<file path="config.mk">
export PLATFORM = sky130hd
export DESIGN_NAME = fork_join_ctrl
export DESIGN_NICKNAME = d
export VERILOG_FILES = /design/src/rtl/fork_join_ctrl.sv
export SDC_FILE = /design/constraint.sdc
export NUM_CORES = 1
export LEC_CHECK = 0
export ABC_AREA = 1
export CAP_MARGIN = 20
export CORE_MARGIN = 5
export CORE_UTILIZATION = 35
export CTS_CLUSTER_SIZE = 10
export DETAILED_ROUTE_END_ITERATION = 8
export GPL_ROUTABILITY_DRIVEN = 0
export GPL_TIMING_DRIVEN = 0
export SLEW_MARGIN = 25
export SYNTH_ARGS = -nofsm -noshare
export SYNTH_HDL_FRONTEND = slang
export SYNTH_SLANG_ARGS = --single-unit
</file>
<file path="constraint.sdc">
create_clock -name clk -period 1.7 [get_ports clk]
set_clock_uncertainty 0.05 [all_clocks]
set_input_delay 0.34 -clock clk [delete_from_list [all_inputs] [get_ports clk]]
set_output_delay 0.34 -clock clk [all_outputs]
set_load 0.05 [all_outputs]
</file>
<file path="src/rtl/fork_join_ctrl.sv">
// fork_join_ctrl
// Launches up to N_CH timed branches together and reports their completion
// and the join point, which depends on the join mode captured at launch:
// all, any, none, or any-with-kill. An external disable aborts all running
// branches.
//
// Ports
//   clk        clock, all state updates on the rising edge
//   rst        synchronous active-high reset
//   start      launch request, honoured only while idle
//   mode       join mode (0 all, 1 any, 2 none, 3 any-with-kill)
//   en_mask    per-branch enables
//   delay      per-branch delays, branch i at [i*CNT_W +: CNT_W]
//   disable_i  kill every running branch
//   busy       launch in progress (branches running or join pending)
//   running    per-branch active flags
//   ch_done    one-cycle pulse per branch on normal completion
//   ch_killed  sticky per-branch kill flags, cleared on launch
//   join_done  one-cycle join pulse, exactly one per launch
//   first_id   lowest index among the first finishers (any modes)
//   aborted    sticky, set when disable_i killed at least one branch
module fork_join_ctrl #(
  parameter int N_CH  = 4,
  parameter int CNT_W = 8,
  parameter int ID_W  = 2
) (
  input  logic                  clk,
  input  logic                  rst,
  input  logic                  start,
  input  logic [1:0]            mode,
  input  logic [N_CH-1:0]       en_mask,
  input  logic [N_CH*CNT_W-1:0] delay,
  input  logic                  disable_i,
  output logic                  busy,
  output logic [N_CH-1:0]       running,
  output logic [N_CH-1:0]       ch_done,
  output logic [N_CH-1:0]       ch_killed,
  output logic                  join_done,
  output logic [ID_W-1:0]       first_id,
  output logic                  aborted
);

  typedef enum logic [1:0] {
    S_IDLE     = 2'd0,
    S_RUN      = 2'd1,  // join still pending
    S_DETACHED = 2'd2   // join issued, branches still running
  } state_t;

  localparam logic [1:0] M_ALL      = 2'd0;
  localparam logic [1:0] M_ANY      = 2'd1;
  localparam logic [1:0] M_NONE     = 2'd2;
  localparam logic [1:0] M_ANY_KILL = 2'd3;

  state_t            state_q, state_d;
  logic [1:0]        mode_q, mode_d;
  logic [N_CH-1:0]   running_q, running_d;
  logic [N_CH-1:0]   ch_done_q, ch_done_d;
  logic [N_CH-1:0]   ch_killed_q, ch_killed_d;
  logic              join_done_q, join_done_d;
  logic [ID_W-1:0]   first_id_q, first_id_d;
  logic              aborted_q, aborted_d;

  logic [CNT_W-1:0]  cnt_q [N_CH];
  logic [CNT_W-1:0]  cnt_d [N_CH];
  logic [N_CH-1:0]   fin;       // branches completing at this edge
  logic [N_CH-1:0]   rest;      // branches still running after this edge
  logic [ID_W-1:0]   fin_id;
  logic              launch;

  assign launch = (state_q == S_IDLE) && start;

  // Per-branch down-counters. A counter holding 1 means the branch
  // completes at the coming edge, so a delay d finishes d edges after launch.
  // A zero delay is loaded as 1.
  generate
    for (genvar gi = 0; gi < N_CH; gi++) begin : g_branch
      logic [CNT_W-1:0] dval;
      assign dval    = delay[gi*CNT_W +: CNT_W];
      assign fin[gi] = running_q[gi] && (cnt_q[gi] == CNT_W'(1));

      always_comb begin
        cnt_d[gi] = cnt_q[gi];
        if (launch) begin
          cnt_d[gi] = (dval == '0) ? CNT_W'(1) : dval;
        end else if (running_q[gi] && !fin[gi]) begin
          cnt_d[gi] = cnt_q[gi] - CNT_W'(1);
        end
      end

      always_ff @(posedge clk) begin
        if (rst) begin
          cnt_q[gi] <= '0;
        end else begin
          cnt_q[gi] <= cnt_d[gi];
        end
      end
    end
  endgenerate

  assign rest = running_q & ~fin;

  // Lowest-index finisher wins ties
  always_comb begin
    fin_id = '0;
    for (int i = N_CH - 1; i >= 0; i--) begin
      if (fin[i]) fin_id = ID_W'(i);
    end
  end

  always_comb begin
    state_d     = state_q;
    mode_d      = mode_q;
    running_d   = running_q;
    ch_done_d   = '0;
    ch_killed_d = ch_killed_q;
    join_done_d = 1'b0;
    first_id_d  = first_id_q;
    aborted_d   = aborted_q;

    case (state_q)
      S_IDLE: begin
        if (start) begin
          mode_d      = mode;
          running_d   = en_mask;
          ch_killed_d = '0;
          aborted_d   = 1'b0;
          first_id_d  = '0;
          state_d     = S_RUN;
        end
      end

      S_RUN, S_DETACHED: begin
        // Completions on this edge always count as normal finishes, even
        // when a disable or an any-kill join arrives on the same edge.
        ch_done_d = fin;
        if (disable_i && (|running_q)) begin
          running_d   = '0;
          ch_killed_d = ch_killed_q | rest;
          if (|rest) aborted_d = 1'b1;
          if (state_q == S_RUN) begin
            join_done_d = 1'b1;
            if (((mode_q == M_ANY) || (mode_q == M_ANY_KILL)) && (|fin)) begin
              first_id_d = fin_id;
            end
          end
          state_d = S_IDLE;
        end else begin
          running_d = rest;
          if (state_q == S_RUN) begin
            case (mode_q)
              M_ALL: begin
                if (rest == '0) begin
                  join_done_d = 1'b1;
                  state_d     = S_IDLE;
                end
              end
              M_ANY: begin
                // An empty launch joins immediately
                if ((|fin) || (running_q == '0)) begin
                  join_done_d = 1'b1;
                  if (|fin) first_id_d = fin_id;
                  state_d = (rest == '0) ? S_IDLE : S_DETACHED;
                end
              end
              M_NONE: begin
                join_done_d = 1'b1;
                state_d     = (rest == '0) ? S_IDLE : S_DETACHED;
              end
              default: begin  // M_ANY_KILL
                if ((|fin) || (running_q == '0)) begin
                  join_done_d = 1'b1;
                  if (|fin) first_id_d = fin_id;
                  ch_killed_d = ch_killed_q | rest;
                  running_d   = '0;
                  state_d     = S_IDLE;
                end
              end
            endcase
          end else if (rest == '0) begin
            state_d = S_IDLE;
          end
        end
      end

      default: begin
        state_d   = S_IDLE;
        running_d = '0;
      end
    endcase
  end

  always_ff @(posedge clk) begin
    if (rst) begin
      state_q     <= S_IDLE;
      mode_q      <= M_ALL;
      running_q   <= '0;
      ch_done_q   <= '0;
      ch_killed_q <= '0;
      join_done_q <= 1'b0;
      first_id_q  <= '0;
      aborted_q   <= 1'b0;
    end else begin
      state_q     <= state_d;
      mode_q      <= mode_d;
      running_q   <= running_d;
      ch_done_q   <= ch_done_d;
      ch_killed_q <= ch_killed_d;
      join_done_q <= join_done_d;
      first_id_q  <= first_id_d;
      aborted_q   <= aborted_d;
    end
  end

  assign busy      = (state_q != S_IDLE);
  assign running   = running_q;
  assign ch_done   = ch_done_q;
  assign ch_killed = ch_killed_q;
  assign join_done = join_done_q;
  assign first_id  = first_id_q;
  assign aborted   = aborted_q;

endmodule

</file>
==> flow_metrics.tcl, run 1 <==
set metrics [dict create \
    status "completed" \
    rsz0062_at_grt "true" \
    ant_nets 0 \
    pwr-share-clk 0.177 \
    clk_latency_ns 0.31 \
    p_leak_nw 1.86 \
    vias 3320 \
    synth-edff-count 0 \
    syn_to_final_growth_pct 33.5 \
    syn_nets 530 \
    io_pins 59 \
    hp-class "reg -> reg" \
    cp-start-kind "flip-flop" \
    placedCellCount 639 \
    cp.depth 1 \
    wire_per_inst_microns 14.4 \
    cp_num_buf_inv 1 \
    dr.pass1.iters 5 \
    synth_top_area_frac 0.320 \
    yosysWarnings 0 \
    rows 35 \
    dieWidth_microns 106 \
    layout-drive-gt1-share 0.225 \
    cts_htree_levels 2 \
    worstMarginPinSlew_ns 0.584 \
    netlist_instances 471 \
    critPathArrivalTime_ns 1.26 \
    period_needed_ns 1.65 \
    p_int_mw 2.78 \
    max_freq_mhz 606 \
    combPwrFrac 0.489 \
    avgSynthCellArea_sq_um 6.91 \
    grt_first_pass_wirelength_microns 15200 \
    ys_ff_latch 52 \
    clkSinkCount 52 \
    core-area_sq_um 9150 \
    grt_usage 0.166 \
    multi_input_area_sq_um 2100 \
    crit_chain "dlygate4sd2_1" \
    synthFlopType "dfxtp_1" \
    yosys.area.top_type "dfxtp_1" \
    hold_depth 2 \
    drv_slew 0 \
    irDropWorstVdd_v 0.000470 \
    hpwl_microns 7130 \
    swShare 0.437 \
    syn_area_sq_um 3260 \
    drt_iter0_markers 156 \
    regArea_sq_um 1060 \
    critical_path.max_fanout 4 \
    drc 0 \
    pwr-share-seq 0.334 \
    final_hold_viol_count 0 \
    async_flop_share 0 \
    maxSlewHeadroom 0.611 \
    n_antenna_cell 0 \
    cts_max_path_buffers 2 \
    power_mw 4.93 \
    crit_family "buffers and inverters" \
    finalSetupViolCount 0 \
    gr-total-overflow 0 \
    cts_hold_buffers 0 \
    maxCapViolCount 0 \
    n_fill_cell 941 \
    numPortBuffers 57 \
    die_area_sq_um 11300 \
    reg2regPathDepth 13 \
    timing.hold.ws_ns 0.406 \
    ys_seq_area_frac 0.320 \
    instances_no_fill 658 \
    p_sw_mw 2.16 \
    final.period_utilization 0.970 \
    cts_buffers 5 \
    grt_max_degree 16 \
    grt_pass1_vias 3178 \
    power_density_nw_per_um2 1130 \
    cts-root-buf "clkbuf_8" \
    synth_cell_types 37 \
    end_kind "output pin" \
    die_h_microns 106 \
    start_util 0.356 \
    via_per_inst 5.05 \
    cts_tree "yes" \
    cp.required_ns 1.31 \
    clk_pin_slew_worst_paths_ns 0.10 \
    netlist_top_cells_area "dfxtp_1 (32%), nand2_1 (12%), ha_1 (6.5%)" \
    fin_nets 605 \
    worstSetupPathType "reg -> out" \
    slowest_delay_ns 0.55 \
    slowest_stage "dlygate4sd2_1" \
    antenna_found_initial 0 \
    drt-total-wl_microns 9490 \
]
metrics by stage:
step           TNS (ns)  utilization  area [sq um]  setup WS [ns]
6_report              0        0.475          4350         0.0506
5_1_grt         -0.0564        0.475          4350        -0.0181
4_1_cts        -0.00147        0.452          4140       -0.00147
3_5_place_dp      -6.63        0.434          3970         -0.313
3_3_place_gp      -6.93        0.434          3970         -0.284
2_1_floorplan         0            -          3260      0.0000764
registers in the layout, indices dropped and copies added, names as in the netlist:
signal	count
first_id	2
mode_q	2
running	4
join_done	1
state_q	2
aborted	1
ch_done	4
cnt_q	32
ch_killed	4
layout make-up:
class,instances,share of cell area
Sequential cell,52,0.245
Buffer,11,0.0147
Tap cell,111,0.0319
Multi-Input combinational cell,346,0.482
Inverter,62,0.0558
Clock inverter,2,0.00806
Clock buffer,6,0.0167
Timing Repair Buffer,68,0.146
power by group through the flow:
stage | combinational (mW) | clock [mW] | sequential, mW
after global placement | 2.16 | 0 | 1.64
after CTS | 2.24 | 0.894 | 1.62
after floorplan | 1.46 | 0 | 1.75
after detailed placement | 2.17 | 0 | 1.64
after global routing | 2.68 | 0.940 | 1.68
final | 2.41 | 0.872 | 1.65
kinds of logic after synthesis:
family	count (synthesis)	synth area share
and+or+nand+nor	230	0.342
adders and majority gates	17	0.0653
buffers and inverters	73	0.0861
AOI/OAI and AO/OA	85	0.149
xor gates and xnor gates	14	0.0376
DFF	52	0.320
what timing repair did:
item	in CTS	in global routing
pin swaps	4	22
setup endpoints to repair	61	36
resized for setup	47	53
setup buffers	2	9
per-layer routing:
metal  track usage  vias up  wire [microns]
li1              -     1699               -
met1         0.227     1521            4490
met2         0.267       85            4360
met3        0.0340       15             465
met4        0.0438        0             176
met5             0        -               0
Yosys cell counts (10+ instances only):
master,instances
nand3_1,16
a31oi_1,13
inv_2,10
inv_1,51
dfxtp_1,52
nand4_1,14
ha_1,17
nand2_1,103
a21oi_1,36
nor2_1,47
o21ai_0,20
final timing paths:
check | endpoint | slack [ns] | startpoint
setup / recovery | running[1] | 0.05 | running[1]
hold / removal | ch_killed[3] | 0.41 | ch_killed[3]
setup reg to reg | state_q[1] | 0.08 | cnt_q[2][1]
hold reg to reg | ch_killed[3] | 0.41 | ch_killed[3]
layout by cell type, fill, tap and decap left out, drive strengths merged:
| master | Yosys | routed |
|---|---|---|
| inv | 61 | 61 |
| a31oi | 13 | 13 |
| dfxtp | 52 | 52 |
| dlygate4sd2 | 0 | 14 |
| nor3b | 1 | 1 |
| ha | 17 | 17 |
| nor4 | 8 | 8 |
| nor2 | 61 | 61 |
| nor3 | 7 | 7 |
| clkdlybuf4s15 | 0 | 2 |
| o22ai | 1 | 1 |
| a22oi | 1 | 1 |
| nand2 | 116 | 116 |
| or2 | 4 | 4 |
| o211ai | 6 | 6 |
| o31ai | 1 | 1 |
| xnor2 | 5 | 5 |
| buf | 5 | 17 |
| nand4 | 15 | 15 |
| o21a | 1 | 1 |
| clkinv | 1 | 2 |
| xor2 | 9 | 9 |
| a21oi | 36 | 36 |
| bufinv | 0 | 1 |
| clkdlybuf4s50 | 0 | 40 |
| o221ai | 1 | 1 |
| nand3 | 18 | 18 |
| o21ai | 23 | 23 |
| a211oi | 1 | 1 |
| clkbuf | 6 | 12 |
| o311ai | 1 | 1 |
(Power assumes the default switching activity.)
==> run 2: changes to the inputs <==
--- a/config.mk
+++ b/config.mk
@@ -7,7 +7,7 @@
 export LEC_CHECK = 0
 export ABC_AREA = 1
 export CAP_MARGIN = 20
-export CORE_MARGIN = 5
+export CORE_MARGIN = 3
 export CORE_UTILIZATION = 35
 export CTS_CLUSTER_SIZE = 10
 export DETAILED_ROUTE_END_ITERATION = 8
==> run 2 against run 1 <==
Net effect: wire length rose by 3.1%; sequential cell count unchanged; die area is 7.4% lower; design area shrank 0.32%; via count up 2.1%; cell count shrank 0.30%; critical path depth stayed put; first-iteration DRC count increased by 11%; clock power shrank 19%; clock-buffer cell count unchanged; sequential power about the same; sequential share of layout area about the same; largest power group unchanged.
==> flow_metrics.tcl, run 2 (synthesis results as in run 1) <==
set metrics [dict create \
    irDropWorstVdd_v 0.000420 \
    power_density_nw_per_um2 1110 \
    final_util 0.487 \
    placedCellCount 636 \
    worstMarginPinSlew_ns 0.691 \
    cts_htree_levels 2 \
    hold_depth 2 \
    final.setup.tns_ns 0 \
    cts_hold_buffers 0 \
    rrSetupSlack_ns 0.06 \
    multi_input_area_sq_um 2090 \
    io_pins 59 \
    antenna_found_initial 0 \
    maxSlewHeadroom 0.539 \
    drc 0 \
    rsz0062_at_grt "true" \
    holdPathEnd "ch_killed[1]" \
    rows 34 \
    layout_common_cells "nand2_1 (100), inv_1 (45), nor2_1 (44)" \
    die_h_microns 102 \
    power_mw 4.81 \
    clk_pin_slew_worst_paths_ns 0.09 \
    grt_first_pass_wirelength_microns 15400 \
    drt_iter0_markers 173 \
    final_hold_viol_count 0 \
    reg2regPathDepth 11 \
    largest_register "cnt_q" \
    drt-total-wl_microns 9790 \
    timing.rr.start "cnt_q[3][1]" \
    n_antenna_cell 0 \
    timing.hold.ws_ns 0.404 \
    die_area_sq_um 10500 \
    numPortBuffers 57 \
    fin_ws_ns 0.0496 \
    cts_tree "yes" \
    fin_nets 607 \
    ant_nets 0 \
    r2r-end "state_q[0]" \
    pre_cts_slack_ns -0.303 \
    largest_reg_flops 32 \
    core-area_sq_um 8890 \
    final.period_utilization 0.971 \
    end_kind "output pin" \
    vias 3390 \
    gr-total-overflow 0 \
    final_design_area_no_fill_sq_um 4330 \
    via_per_inst 5.17 \
    dr.pass1.iters 5 \
    clkSinkCount 52 \
    worstSetupPathType "reg -> out" \
    cts_buffers 5 \
    maxCapViolCount 0 \
    regArea_sq_um 1060 \
    wire_per_inst_microns 14.9 \
    crit_chain "dlygate4sd2_1" \
    hpwl_microns 7210 \
    p_leak_nw 1.87 \
    cts_max_path_buffers 2 \
    finalSetupViolCount 0 \
    place_area_sq_um 3970 \
    hp-class "reg -> reg" \
    instances_no_fill 656 \
    drv_slew 0 \
    layout-drive-gt1-share 0.212 \
    holdCritStartpoint "ch_killed[1]" \
    dieWidth_microns 102 \
    crit_family "buffers and inverters" \
    cp-start-kind "flip-flop" \
    critPathArrivalTime_ns 1.26 \
    syn_to_final_growth_pct 33.1 \
    critical_path.max_fanout 5 \
    status "completed" \
    cp.required_ns 1.31 \
    cp_num_buf_inv 1 \
    slowest_stage "dlygate4sd2_1" \
    start_util 0.366 \
    layout_commonest_cell "nand2_1" \
    grt_max_degree 15 \
    grt_usage 0.186 \
    cts-root-buf "clkbuf_8" \
    period_needed_ns 1.65 \
    grt_pass1_vias 3257 \
    clk_latency_ns 0.31 \
    slowest_delay_ns 0.55 \
    n_fill_cell 902 \
    max_freq_mhz 606 \
]
==> run 2: cell count changes in the layout (fill, tap and decap cells not counted), moves of 2 or more <==
cell,previous run,this run
ha_1,10,12
ha_2,3,1
inv_1,41,45
inv_2,18,14
nand2_1,98,100
nand2_2,11,8
nor2_1,42,44
==> run 2: layer usage <==
| metal | vias up | part of all wire | track usage |
|---|---|---|---|
| met2 | 98 | 0.46 | 0.305 |
| met4 | 0 | 0.026 | 0.0716 |
| met5 | - | 0 | 0 |
| met3 | 18 | 0.057 | 0.0355 |
| li1 | 1697 | - | - |
| met1 | 1577 | 0.45 | 0.242 |
==> run 2: report_power, final <==
| group | internal (mW) | switching (mW) | leakage, nW |
|---|---|---|---|
| sequential | 1.43 | 0.215 | 0.433 |
| combinational | 0.917 | 1.54 | 1.39 |
| clock | 0.282 | 0.425 | 0.0410 |
==> run 2: worst max path at each step <==
stage / start / endpoint / slack [ns] / cells after the start
6_report: running[3] / running[3] / 0.05 / 1
4_1_cts: cnt_q[1][1] / cnt_q[1][6] / 0.004 / 8
3_5_place_dp: start / cnt_q[2][0] / -0.30 / 6
2_1_floorplan: running[2] / state_q[1] / 0.00008 / 11
5_1_grt: cnt_q[0][1] / state_q[0] / -0.05 / 11
3_3_place_gp: state_q[0] / busy / -0.28 / 4
==> run 2: what timing repair did <==
item | 4_1_cts | 5_1_grt
pin swaps | 2 | 22
gates cloned | 0 | 0
setup endpoints to repair | 63 | 46
endpoints found under the hold margin | 0 | 0
buffers inserted | 4 | 9
gates resized for setup | 45 | 50
==> run 2: layout make-up <==
class | count | area share
Tap cell | 108 | 0.0312
Clock buffer | 6 | 0.0167
Inverter | 62 | 0.0560
Multi-Input combinational cell | 346 | 0.483
Timing Repair Buffer | 70 | 0.151
Buffer | 11 | 0.0165
Clock inverter | 1 | 0.00115
Sequential cell | 52 | 0.245
==> run 2: tightest hold or removal path, stage by stage, from the launching register on <==
cell and delay [ns]:
dfxtp_1 0.32, inv_1 0.04, a21oi_1 0.05
==> run 3: changes to the inputs <==
--- a/config.mk
+++ b/config.mk
@@ -7,7 +7,6 @@
 export LEC_CHECK = 0
 export ABC_AREA = 1
 export CAP_MARGIN = 20
-export CORE_MARGIN = 3
 export CORE_UTILIZATION = 35
 export CTS_CLUSTER_SIZE = 10
 export DETAILED_ROUTE_END_ITERATION = 8
==> constraint.sdc (replaced) <==
create_clock -name clk -period 2.1 [get_ports clk]
set_clock_uncertainty 0.05 [all_clocks]
set_input_delay 0.42 -clock clk [delete_from_list [all_inputs] [get_ports clk]]
set_output_delay 0.42 -clock clk [all_outputs]
set_load 0.05 [all_outputs]
==> run 3 against run 2 <==
Net effect: first-iteration DRC count fell by 6.9%; critical endpoint is now cnt_q[0][5]; via count fell by 3.6%; core utilization fell by 2.9 points; sequential power fell by 21%; die area fell by 7.7%; worst setup slack improved by 0.054 ns; design area fell by 6.4%; cell count fell by 2.0%; wire length fell by 4.9%.
==> flow_metrics.tcl, run 3 (synthesis results as in run 1) <==
set metrics [dict create \
    status "completed" \
    dieWidth_microns 98.5 \
    vias 3268 \
    via_per_inst 5.08 \
    worstMarginPinSlew_ns 0.687 \
    hold_depth 2 \
    end_kind "flip-flop" \
    final_hold_viol_count 0 \
    clkSinkCount 52 \
    wire_per_inst_microns 14.5 \
    reg2regPathDepth 9 \
    clk_pin_slew_worst_paths_ns 0.09 \
    crit_end "cnt_q[0][5]" \
    layout_commonest_cell "nand2_1" \
    grt_pass1_vias 3167 \
    finalSetupViolCount 0 \
    instances_no_fill 643 \
    cts_htree_levels 2 \
    cts_tree "yes" \
    placedCellCount 636 \
    antenna_found_initial 0 \
    path_common_cell "nand2_1" \
    cts_buffers 5 \
    power_density_nw_per_um2 915 \
    drt_iter0_markers 161 \
    rsz0062_at_grt "true" \
    hpwl_microns 6980 \
    syn_to_final_growth_pct 24.6 \
    cp.required_ns 2.27 \
    maxCapViolCount 0 \
    hp-class "reg -> reg" \
    crit_chain "inv_1, ha_1, nand2_1, clkinv_1, buf_2, nand2_1, o311ai_0, nand2_1, inv_1" \
    rrSetupSlack_ns 0.10 \
    core-area_sq_um 8850 \
    n_antenna_cell 0 \
    io_pins 59 \
    p_leak_nw 1.72 \
    rows 34 \
    largest_register "cnt_q" \
    timing.rr.start "state_q[0]" \
    final.period_utilization 0.951 \
    cts_hold_buffers 0 \
    cp-start-kind "flip-flop" \
    numPortBuffers 57 \
    layout-drive-gt1-share 0.114 \
    start_util 0.368 \
    largest_reg_flops 32 \
    ant_nets 0 \
    clk_latency_ns 0.31 \
    critPathArrivalTime_ns 2.16 \
    slowest_delay_ns 0.40 \
    dr.pass1.iters 7 \
    cts-root-buf "clkbuf_8" \
    die_area_sq_um 9700 \
    gr-total-overflow 0 \
    grt_usage 0.199 \
    drc 0 \
    drt-total-wl_microns 9300 \
    r2r-end "cnt_q[0][5]" \
    layout_common_cells "nand2_1 (103), dfxtp_1 (52), clkdlybuf4s50_1 (52)" \
    drv_slew 0 \
    final_util 0.459 \
    fin_nets 594 \
    slowest_stage "dfxtp_1" \
    crit_start "state_q[0]" \
    grt_max_degree 15 \
    cts_max_path_buffers 2 \
    die_h_microns 98.5 \
    maxSlewHeadroom 0.542 \
    irDropWorstVdd_v 0.000323 \
    max_freq_mhz 501 \
    period_needed_ns 2.00 \
    worstSetupPathType "reg -> reg" \
    critical_path.max_fanout 10 \
    grt_first_pass_wirelength_microns 15100 \
]
-- run 3: worst min path at each step --
stage,start,to
2_1_floorplan,cnt_q[0][1],cnt_q[0][1]
3_3_place_gp,ch_killed[2],ch_killed[2]
3_5_place_dp,ch_killed[2],ch_killed[2]
4_1_cts,ch_killed[2],ch_killed[2]
5_1_grt,ch_killed[2],ch_killed[2]
6_report,ch_killed[2],ch_killed[2]
-- run 3: what timing repair did --
action | 4_1_cts | 5_1_grt
setup endpoints to repair | 4 | 18
hold endpoints to repair | 0 | 0
setup buffers | 0 | 0
gates resized for setup | 6 | 8
-- run 3: power breakdown --
| part | internal, mW | switching, mW |
|---|---|---|
| Clock | 0.295 | 0.341 |
| Sequential | 1.15 | 0.156 |
| Combinational | 0.624 | 1.15 |
-- run 3: layout make-up --
class | instances | area, sq um
Buffer | 11 | 51.3
Clock buffer | 7 | 96.3
Fill cell | 946 | 4790
Inverter | 62 | 233
Multi-Input combinational cell | 346 | 1940
Sequential cell | 52 | 1040
Tap cell | 108 | 135
Timing Repair Buffer | 57 | 564
-- run 3: stage by stage --
step | cell area [sq um] | power, mW | hold slack (ns) | TNS (ns) | worst slack, ns
after floorplan | 3260 | 2.59 | 0.403 | 0 | 0.273
after global placement | 3960 | 3.07 | 0.396 | -0.0605 | -0.0605
after detailed placement | 3960 | 3.09 | 0.399 | -0.0701 | -0.0701
after CTS | 4060 | 3.72 | 0.412 | 0 | 0.0128
after global routing | 4060 | 3.99 | 0.433 | -0.219 | -0.0595
final | 4060 | 3.72 | 0.403 | 0 | 0.103
-- run 3: per-layer routing --
metal	vias to the layer above	share of wire	track usage
li1	1667	-	-
met3	16	0.052	0.0340
met1	1490	0.48	0.257
met2	95	0.44	0.327
met4	0	0.025	0.0907
met5	-	0	0
-- run 3: critical path: cells and delay by family (launching register included) --
kind	cells	cell delay (ns)
simple gates	3	0.34
compound gates	1	0.13
fa+ha+maj	1	0.32
flops	1	0.40
buf+inv	4	0.66
